--- config.mk ---
export PLATFORM = sky130hd
export DESIGN_NAME = alu_exec_stage
export DESIGN_NICKNAME = d
export VERILOG_FILES = /design/src/rtl/rv32i_pkg.sv /design/src/rtl/alu_shift_unit.sv /design/src/rtl/alu_exec_stage.sv
export SDC_FILE = /design/constraint.sdc
export NUM_CORES = 1
export LEC_CHECK = 0
export BUFFER_PORTS_ARGS = -buffer_cell sky130_fd_sc_hd__buf_4
export CORE_UTILIZATION = 30
export DETAILED_ROUTE_END_ITERATION = 10
export PLACE_DENSITY = 0.51
export SETUP_SLACK_MARGIN = 0.02
export SYNTH_ARGS = -nofsm -noshare
export SYNTH_HDL_FRONTEND = slang
export SYNTH_HIERARCHICAL = 1
export SYNTH_SLANG_ARGS = --single-unit
export TNS_END_PERCENT = 50
--- constraint.sdc ---
create_clock -name clk -period 4.2 [get_ports clk]
set_clock_uncertainty 0.2 [all_clocks]
set_input_delay 0 -clock clk [delete_from_list [all_inputs] [get_ports clk]]
set_output_delay 0 -clock clk [all_outputs]
set_load 0.01 [all_outputs]
--- src/rtl/rv32i_pkg.sv ---
// Shared RV32I execute definitions: ALU opcodes, default widths and execute-stage state encodings.
package rv32i_pkg;

  localparam int XLEN_DEFAULT    = 32;
  localparam int RADDR_W_DEFAULT = 5;
  localparam int SHAMT_W         = 5;

  localparam logic [3:0] ALU_ADD  = 4'b0000;
  localparam logic [3:0] ALU_SUB  = 4'b0001;
  localparam logic [3:0] ALU_AND  = 4'b0010;
  localparam logic [3:0] ALU_OR   = 4'b0011;
  localparam logic [3:0] ALU_XOR  = 4'b0100;
  localparam logic [3:0] ALU_SLL  = 4'b0101;
  localparam logic [3:0] ALU_SRL  = 4'b0110;
  localparam logic [3:0] ALU_SRA  = 4'b0111;
  localparam logic [3:0] ALU_SLT  = 4'b1000;
  localparam logic [3:0] ALU_SLTU = 4'b1001;

  typedef enum logic [1:0] {
    ST_IDLE  = 2'b00,
    ST_SHIFT = 2'b01,
    ST_FULL  = 2'b10
  } exec_state_e;

  typedef enum logic [1:0] {
    SH_SLL = 2'b00,
    SH_SRL = 2'b01,
    SH_SRA = 2'b10
  } shift_type_e;

  function automatic logic is_shift_op(input logic [3:0] op);
    return (op == ALU_SLL) || (op == ALU_SRL) || (op == ALU_SRA);
  endfunction

endpackage

--- src/rtl/alu_shift_unit.sv ---
// Iterative shifter, one bit per cycle. done is high in the cycle whose result output
// holds the final shifted value; a start with shamt=0 never goes busy.
module alu_shift_unit
  import rv32i_pkg::*;
#(
  parameter int XLEN = XLEN_DEFAULT
) (
  input  logic               clk,
  input  logic               rst,
  input  logic               flush,
  input  logic               start,
  input  shift_type_e        sh_type,
  input  logic [XLEN-1:0]    data_in,
  input  logic [SHAMT_W-1:0] shamt,
  output logic               busy,
  output logic               done,
  output logic [XLEN-1:0]    result
);

  logic [XLEN-1:0]    data_r;
  logic [XLEN-1:0]    shifted_s;
  logic [SHAMT_W-1:0] cnt_r;
  shift_type_e        type_r;
  logic               busy_r;

  // one-bit shift of the working value
  always_comb begin
    shifted_s = data_r;
    case (type_r)
      SH_SLL:  shifted_s = {data_r[XLEN-2:0], 1'b0};
      SH_SRL:  shifted_s = {1'b0, data_r[XLEN-1:1]};
      SH_SRA:  shifted_s = {data_r[XLEN-1], data_r[XLEN-1:1]};
      default: shifted_s = data_r;
    endcase
  end

  assign busy   = busy_r;
  assign done   = busy_r && (cnt_r == 5'd1);
  assign result = shifted_s;

  // working value and remaining-count registers
  always_ff @(posedge clk or posedge rst) begin
    if (rst) begin
      data_r <= {XLEN{1'b0}};
      cnt_r  <= 5'd0;
      type_r <= SH_SLL;
      busy_r <= 1'b0;
    end else if (flush) begin
      cnt_r  <= 5'd0;
      busy_r <= 1'b0;
    end else if (start) begin
      data_r <= data_in;
      cnt_r  <= shamt;
      type_r <= sh_type;
      busy_r <= (shamt != 5'd0);
    end else if (busy_r) begin
      data_r <= shifted_s;
      cnt_r  <= cnt_r - 5'd1;
      busy_r <= (cnt_r != 5'd1);
    end
  end

endmodule

--- src/rtl/alu_exec_stage.sv ---
// ALU execute stage with valid/ready on both sides and a registered result toward writeback.
// Define ALU_FAST_SHIFT_EN to replace the iterative shifter with a single-cycle barrel shifter.
module alu_exec_stage
  import rv32i_pkg::*;
#(
  parameter int XLEN    = XLEN_DEFAULT,
  parameter int RADDR_W = RADDR_W_DEFAULT
) (
  input  logic               clk,
  input  logic               rst,
  input  logic               flush,
  input  logic               in_valid,
  output logic               in_ready,
  input  logic [3:0]         alu_op,
  input  logic [XLEN-1:0]    op_a,
  input  logic [XLEN-1:0]    op_b,
  input  logic [RADDR_W-1:0] rd_in,
  output logic               out_valid,
  input  logic               out_ready,
  output logic [XLEN-1:0]    result,
  output logic [RADDR_W-1:0] rd_out,
  output logic               zero
);

  exec_state_e        state_r, state_n_s;
  logic               accept_s;
  logic               long_shift_s;
  logic               sh_done_s;
  logic               sh_busy_s;
  logic               load_s;
  logic [XLEN-1:0]    load_val_s;
  logic [RADDR_W-1:0] load_rd_s;
  logic [XLEN-1:0]    alu_res_s;
  logic [SHAMT_W-1:0] shamt_s;

  assign shamt_s   = op_b[SHAMT_W-1:0];
  assign in_ready  = !rst && !flush &&
                     ((state_r == ST_IDLE) || ((state_r == ST_FULL) && out_ready));
  assign accept_s  = in_valid && in_ready;
  assign out_valid = (state_r == ST_FULL);

  // single-cycle ALU; shifts are resolved here only in the barrel build or when shamt is 0
  always_comb begin
    alu_res_s = op_a + op_b;
    case (alu_op)
      ALU_ADD:  alu_res_s = op_a + op_b;
      ALU_SUB:  alu_res_s = op_a - op_b;
      ALU_AND:  alu_res_s = op_a & op_b;
      ALU_OR:   alu_res_s = op_a | op_b;
      ALU_XOR:  alu_res_s = op_a ^ op_b;
`ifdef ALU_FAST_SHIFT_EN
      ALU_SLL:  alu_res_s = op_a << shamt_s;
      ALU_SRL:  alu_res_s = op_a >> shamt_s;
      ALU_SRA:  alu_res_s = $signed(op_a) >>> shamt_s;
`else
      ALU_SLL:  alu_res_s = op_a;
      ALU_SRL:  alu_res_s = op_a;
      ALU_SRA:  alu_res_s = op_a;
`endif
      ALU_SLT:  alu_res_s = {{(XLEN-1){1'b0}}, ($signed(op_a) < $signed(op_b))};
      ALU_SLTU: alu_res_s = {{(XLEN-1){1'b0}}, (op_a < op_b)};
      default:  alu_res_s = op_a + op_b;
    endcase
  end

`ifdef ALU_FAST_SHIFT_EN
  assign long_shift_s = 1'b0;
  assign sh_done_s    = 1'b0;
  assign sh_busy_s    = 1'b0;
  assign load_s       = accept_s;
  assign load_val_s   = alu_res_s;
  assign load_rd_s    = rd_in;
`else
  shift_type_e        sh_type_s;
  logic [XLEN-1:0]    sh_res_s;
  logic [RADDR_W-1:0] rd_pend_r;

  assign long_shift_s = is_shift_op(alu_op) && (shamt_s != 5'd0);
  // a shift completing in a flush cycle is abandoned, never written back
  assign load_s       = (accept_s && !long_shift_s) || (sh_done_s && !flush);
  assign load_val_s   = sh_done_s ? sh_res_s : alu_res_s;
  assign load_rd_s    = sh_done_s ? rd_pend_r : rd_in;

  // opcode to shift direction
  always_comb begin
    sh_type_s = SH_SLL;
    case (alu_op)
      ALU_SRL: sh_type_s = SH_SRL;
      ALU_SRA: sh_type_s = SH_SRA;
      default: sh_type_s = SH_SLL;
    endcase
  end

  // destination index held while the shifter iterates
  always_ff @(posedge clk or posedge rst) begin
    if (rst) begin
      rd_pend_r <= {RADDR_W{1'b0}};
    end else if (accept_s) begin
      rd_pend_r <= rd_in;
    end
  end

  alu_shift_unit #(.XLEN(XLEN)) u_shift (
    .clk     (clk),
    .rst     (rst),
    .flush   (flush),
    .start   (accept_s && long_shift_s),
    .sh_type (sh_type_s),
    .data_in (op_a),
    .shamt   (shamt_s),
    .busy    (sh_busy_s),
    .done    (sh_done_s),
    .result  (sh_res_s)
  );
`endif

  // next-state logic; flush overrides everything
  always_comb begin
    state_n_s = state_r;
    if (flush) begin
      state_n_s = ST_IDLE;
    end else begin
      case (state_r)
        ST_IDLE: begin
          if (accept_s) state_n_s = long_shift_s ? ST_SHIFT : ST_FULL;
          else          state_n_s = ST_IDLE;
        end
        ST_SHIFT: begin
          if (sh_done_s)       state_n_s = ST_FULL;
          else if (!sh_busy_s) state_n_s = ST_IDLE;
          else                 state_n_s = ST_SHIFT;
        end
        ST_FULL: begin
          if (accept_s)       state_n_s = long_shift_s ? ST_SHIFT : ST_FULL;
          else if (out_ready) state_n_s = ST_IDLE;
          else                state_n_s = ST_FULL;
        end
        default: state_n_s = ST_IDLE;
      endcase
    end
  end

  // state register
  always_ff @(posedge clk or posedge rst) begin
    if (rst) state_r <= ST_IDLE;
    else     state_r <= state_n_s;
  end

  // output register; holds while stalled
  always_ff @(posedge clk or posedge rst) begin
    if (rst) begin
      result <= {XLEN{1'b0}};
      rd_out <= {RADDR_W{1'b0}};
      zero   <= 1'b0;
    end else if (load_s) begin
      result <= load_val_s;
      rd_out <= load_rd_s;
      zero   <= (load_val_s == {XLEN{1'b0}});
    end
  end

endmodule

# Word level (Yosys, flattened, before mapping)
# Index checks and enable logic that the tools add are counted.
[word_totals] register_bits=85 input_bits=78 out_inout_bits=40 wordCells=79
[op_classes] addsub=3 order_cmp=2 n_eq_ne=15 mux=21 bitwise=4 reduce_logical=25
[op_table] cell="$pmux 32 s7" count=1
[op_table] cell="$mux 32" count=3
[op_table] cell="$pmux 32 s3" count=1
[op_table] cell="$lt 32x32->1" count=2
[op_table] cell="$add 32x32->32" count=1
[op_table] cell="$and 32x32->32" count=1
[op_table] cell="$logic_not 32->1" count=1
[op_table] cell="$or 32x32->32" count=1
[op_table] cell="$sub 32x32->32" count=1
[op_table] cell="$xor 32x32->32" count=1
[op_table] cell="$mux 5" count=4
[op_table] cell="$eq 4x3->1 const B" count=4
[op_table] cell="$mux 2" count=6
[op_table] cell="$logic_and 1x1->1" count=9
[op_table] cell="$eq 4x2->1 const B" count=2
[op_table] cell="$eq 4x4->1 const B" count=2
[op_table] cell="$pmux 2 s3" count=1
[op_table] cell="$eq 5x1->1 const B" count=1
[op_table] cell="$ne 5x1->1 const B" count=1
[op_table] cell="$reduce_bool 5->1" count=1
[op_table] cell="$sub 5x1->5 const B" count=1
[op_table] cell="$eq 2x1->1 const B" count=2
[op_table] cell="$eq 2x2->1 const B" count=2
[op_table] cell="$eq 4x1->1 const B" count=1
[op_table] cell="other kinds (10)" count=20

# Logic depth before layout (Yosys ltp)
[depth] ltp_word=8 depth_mapped=15 depth_no_buf=15

# By module
# The synthesis kept the hierarchy.
[modules_own_cells] module="alu_exec_stage" n_inst=1 cells_each=1181 area_per_inst_um2=8399.3 seq_area_each_um2=1126.1
[modules_own_cells] module="alu_shift_unit" n_inst=1 cells_each=280 area_per_inst_um2=2831.5 seq_area_each_um2=1001.0

# Worst setup path before layout
# Ideal clock, no wire load.
[synth_timing] path_type="in2reg" startpoint="input op_a[0]" endpoint="register zero" setup_time_ns=0.065 t_arrival_ns=2.926 required_ns=3.935 setup_slack_ns=1.008 cell_stages=14 path_buffers=0 path_cell_list="ha_1 inv_1 fa_1 nand2b_1 a2111oi_4 o21ai_1 a311oi_1 nor2_1 a22o_2 o32a_1 a2111oi_2 nand4_1 nor4_2 a31o_1"
[synth_between] elab_chain_cells=4 elab_cells_between_ends=10 classes_between="add/sub: 2; order compare: 2; mux: 2; bitwise: 3; reduce/logical: 1"
[synth_rtl] element="from (decl)" line="alu_exec_stage.sv:15" source="input logic [XLEN-1:0] op_a,"
[synth_rtl] element="$add 32x32->32, or another cell as far along" line="alu_exec_stage.sv:46, alu_exec_stage.sv:62"
[synth_rtl] element="$pmux 32 s7 (*)" line="alu_exec_stage.sv:45" source="case (alu_op)"
[synth_rtl] element="$mux 32 (*)" line="alu_exec_stage.sv:81" source="assign load_val_s = sh_done_s ? sh_res_s : alu_res_s;"
[synth_rtl] element="$logic_not 32->1 (*)" line="alu_exec_stage.sv:158" source="zero <= (load_val_s == {XLEN{1'b0}});"
[synth_rtl] element="to (signal assigned)" line="alu_exec_stage.sv:158"
[synth_rtl] element="to (decl)" line="alu_exec_stage.sv:22" source="output logic zero"
# Mark *: on every way between the ends. The rest lies on a longest branch, timed or not.
# A chain may end at the register's enable or synchronous reset.

# Final worst setup path
[layout_timing] startpoint="input op_b[0]" endpoint="register zero"
[layout_between] elab_chain_cells=5 elab_cells_between_ends=15 classes_between="add/sub: 2; order compare: 2; mux: 2; bitwise: 3; reduce/logical: 6"
[layout_rtl] element="from (decl)" line="alu_exec_stage.sv:16" source="input logic [XLEN-1:0] op_b,"
[layout_rtl] element="branches (longest 5 deep; another with $add 32x32->32)"
# Several ways; the timed one is not identified.

==> reports/qor.yml <==
worst_setup_path:
  cp_top_family: "compound AO/OA/AOI/OAI gates"
  crit_arrival_ps: 4140
  critPathKind: "input pin to flop"
  cpMostUsedCell: "buf_4"
  cp_max_fo: 6
  worst_path_largest_cell_delay_ps: 560
  cp-end-kind: "flop"
  startpoint_type: "input pin"
  critPathBufInv: 4
  critPathRequiredTime_ps: 4280
  critical_path.cell_chain: "dlygate4sd3_1 > buf_4 > ha_2 > inv_1 > fa_1 > nand2b_4 > a2111oi_4 > buf_4 > o21ai_4 > and2_1 > a221o_1 > o32ai_2 > o211ai_1 > nor4_4 > nand4_1 > nor4_2 > a31o_1"
  crit_path_top_delay_cell: "dlygate4sd3_1"
clocking:
  cts_buffers: 9
  cts_num_sinks: 85
  cts.htree.levels: 3
  cts_tree: "built"
  clk_latency_ps: 350
  cts.clk_slew.worst_paths_ps: 60
  ctsLongestPathBuffers: 2
  cts_root_buffer: "clkbuf_16"
timing:
  holdWs_ps: 60.4
  tightest_slew_ps: 1210
  hold_viol: 0
  drv_slew: 0
  finalSetupViolations: 0
  slew_headroom_pct: 19.1
  finalCritPeriodShare_pct: 96.6
  min_period_ps: 4060
  max_freq_mhz: 247
die:
  placementRows: 70
  coreArea_um2: 36700
  initial_core_util_pct: 30.6
  dieArea_um2: 38200
  ios: 118
  die_h_um: 195
  chipWidth_um: 195
global_routing:
  track_usage_pct: 23.9
  overflow: 0
  grt_first_pass_wirelength_um: 70500
  antenna_found_initial: 2
  grt_pass1_vias: 11200
  grt_max_degree: 46
min_path:
  hold_path.class: "input pin to flop"
layout:
  drive_gt1_share_pct: 18.9
  stdcell_area_um2: 13600
  fin_nets: 1774
  syn_to_final_growth_pct: 20.9
drt:
  wire_per_inst_um: 22.3
  detail-route-antenna-nets: 0
  dr.pass1.iters: 6
  vias_per_cell: 5.78
  drc_errors: 0
  vias: 12000
  routed_wl_um: 46200
  first_iter_violations: 1172
placement:
  port_buffers: 117
  place_congestion: 0.971
  dpl.hpwl_um: 35800
  place_area_um2: 12600
synth:
  synthCells: 1461
  seq_area_frac_synth_pct: 18.9
  syn_nets: 1639
  ys_async_sr_fraction_pct: 100
  synth.avg_cell_area_um2: 7.69
  synth_area_um2: 11200
  synth_seq_cells: 85
  ys_warn_count: 6
  synth_cell_types: 105
  synth_edf_count: 0
  synthFlopType: "dfrtp_1"
run_status:
  status: "complete, no violations"
power:
  power_per_cell_area_nw_per_um2: 254
  vdd_drop_max_uv: 196
  power_uw: 3450
  p_leak_uw: 0.00608
flow_run:
  drv_cap: 0
## sequential cells by signal, summed over array words and instances, names as in the netlist
| signal | flops |
|---|---|
| rd_out | 5 |
| rd_pend_r | 5 |
| u_shift/data_r | 32 |
| result | 32 |
| state_r | 2 |
| u_shift/busy | 1 |
| zero | 1 |
| u_shift/type_r | 2 |
| u_shift/cnt_r | 5 |
## per-layer routing
metal	part of all wire [%]	global-route usage [%]
met3	6.9	3.66
met2	44	36.9
met4	1.3	5.57
met1	48	34.7
met5	0.028	0
## cell usage in the layout (no fill, tap or decap), types with 7 or more instances in the layout
master,instances
nor4_1,17
xnor2_1,19
buf_4,180
a221o_1,20
ha_2,9
o31ai_1,17
o21ai_0,94
nand3_1,22
dfrtp_1,84
nor2_1,121
nor3_1,23
a211o_1,19
a221oi_1,12
a211oi_1,11
nand4_1,17
or3_1,20
o221a_1,7
xor2_1,8
a31oi_1,11
and3_1,34
o21bai_1,8
nand2b_1,7
inv_1,108
dlygate4sd3_1,47
o221ai_1,7
o221a_2,7
a21o_1,8
mux2_2,19
o21a_1,11
nor2b_1,18
o211ai_1,27
ha_1,87
mux2i_1,68
a21oi_1,125
and2_1,22
nand2_1,118
clkbuf_16,9
## per-stage QoR
stage / setup WS [ps] / TNS [ps] / utilization [%] / std cells
floorplan: 1010 / 0 / - / 1461
global placement: 0.771 / 0 / 34.3 / 1999
detailed placement: 23.3 / 0 / 34.3 / 1999
CTS: 46.7 / 0 / 36.4 / 2061
global route: -7.35 / -7.35 / 37.0 / 2068
finish: 143 / 0 / 37.0 / 2069
## what timing repair did
action | in CTS | in global routing
resized for setup | 1 | 36
buffers inserted | 0 | 7
endpoints found under the setup margin | 1 | 1
hold endpoints to repair | 137 | 0
gates cloned | 0 | 0
hold buffers | 47 | 0
pin swaps | 0 | 7
## worst paths after layout
check / start / endpoint / slack, ps / depth (start not counted)
worst min-delay path: alu_op[1] / u_shift/type_r[1]$_DFFE_PP0P_ / 60 / 4
worst min register to register: result[27]$_DFFE_PP0P_ / result[27]$_DFFE_PP0P_ / 270 / 2
max in group asynchronous: rst / result[27]$_DFFE_PP0P_ / 2870 / 3
min in group asynchronous: rst / u_shift/data_r[16]$_DFFE_PP0P_ / 180 / 4
worst max register to register: u_shift/cnt_r[0]$_DFFE_PP0P_ / zero$_DFFE_PP0P_ / 230 / 13
worst max-delay path: op_b[0] / zero$_DFFE_PP0P_ / 140 / 17
## area by class of cell
type | instances | area (um2)
fillers | 3815 | 23100
clock inverters | 3 | 21.3
well taps | 468 | 586
repair buffers | 228 | 1840
inverters | 113 | 432
clock buffers | 12 | 246
multi-input cells | 1159 | 8320
flip-flops and latches | 85 | 2130
diodes | 1 | 2.50
## cell families (layout without fill, tap and decap cells)
group | after synthesis | count (layout) | synth area share [%]
xor+xnor | 27 | 27 | 2.11
flops | 85 | 85 | 18.9
mux | 87 | 87 | 7.97
other cells | 0 | 1 | 0
fa+ha+maj | 100 | 100 | 11.3
compound gates | 482 | 482 | 30.2
buf+inv | 217 | 356 | 8.87
simple gates | 463 | 463 | 20.6
## Yosys cell counts (all sizes together) (8+ instances only)
master    n  area share, %
xor2      8           0.62
a221oi   14            1.1
mux2     19            1.9
a221o    21            1.9
clkbuf   64            2.9
o21a     11           0.74
nand2   118            3.9
o221a    14            1.4
nand4    17           0.95
nor2b    18            1.0
nand3    22           0.98
nor4     24            1.6
o31ai    18            1.2
buf      40            2.1
a211o    19            1.5
mux2i    68            6.1
a21o     10           0.69
nor3     25            1.2
a21oi   128            5.8
or3      20            1.1
a31oi    11           0.61
o211ai   27            1.8
xnor2    19            1.5
o21ai   100            4.5
ha       98             11
inv     113            3.8
o21bai    9           0.64
a211oi   17            1.3
dfrtp    85             19
and2     23            1.3
nor2    123            4.1
and3     34            1.9
nand2b    9           0.52
or2       9           0.50
## power by group
part,total (uW),internal (uW),switching (uW)
clock,746,415,331
combinational,1660,699,961
sequential,1040,945,97.1
## worst register-to-register path: stages (launching register included)
cell,delay [ps]
dfrtp_1,420
ha_1,240
and4b_2,380
inv_1,330
o211ai_1,150
a221oi_1,440
buf_4,200
o22ai_1,70
nor4_2,380
nand4b_1,230
nor4_4,260
nand4_1,190
nor4_2,230
a31o_1,170
Note: power is estimated with default switching activity, not from simulation.
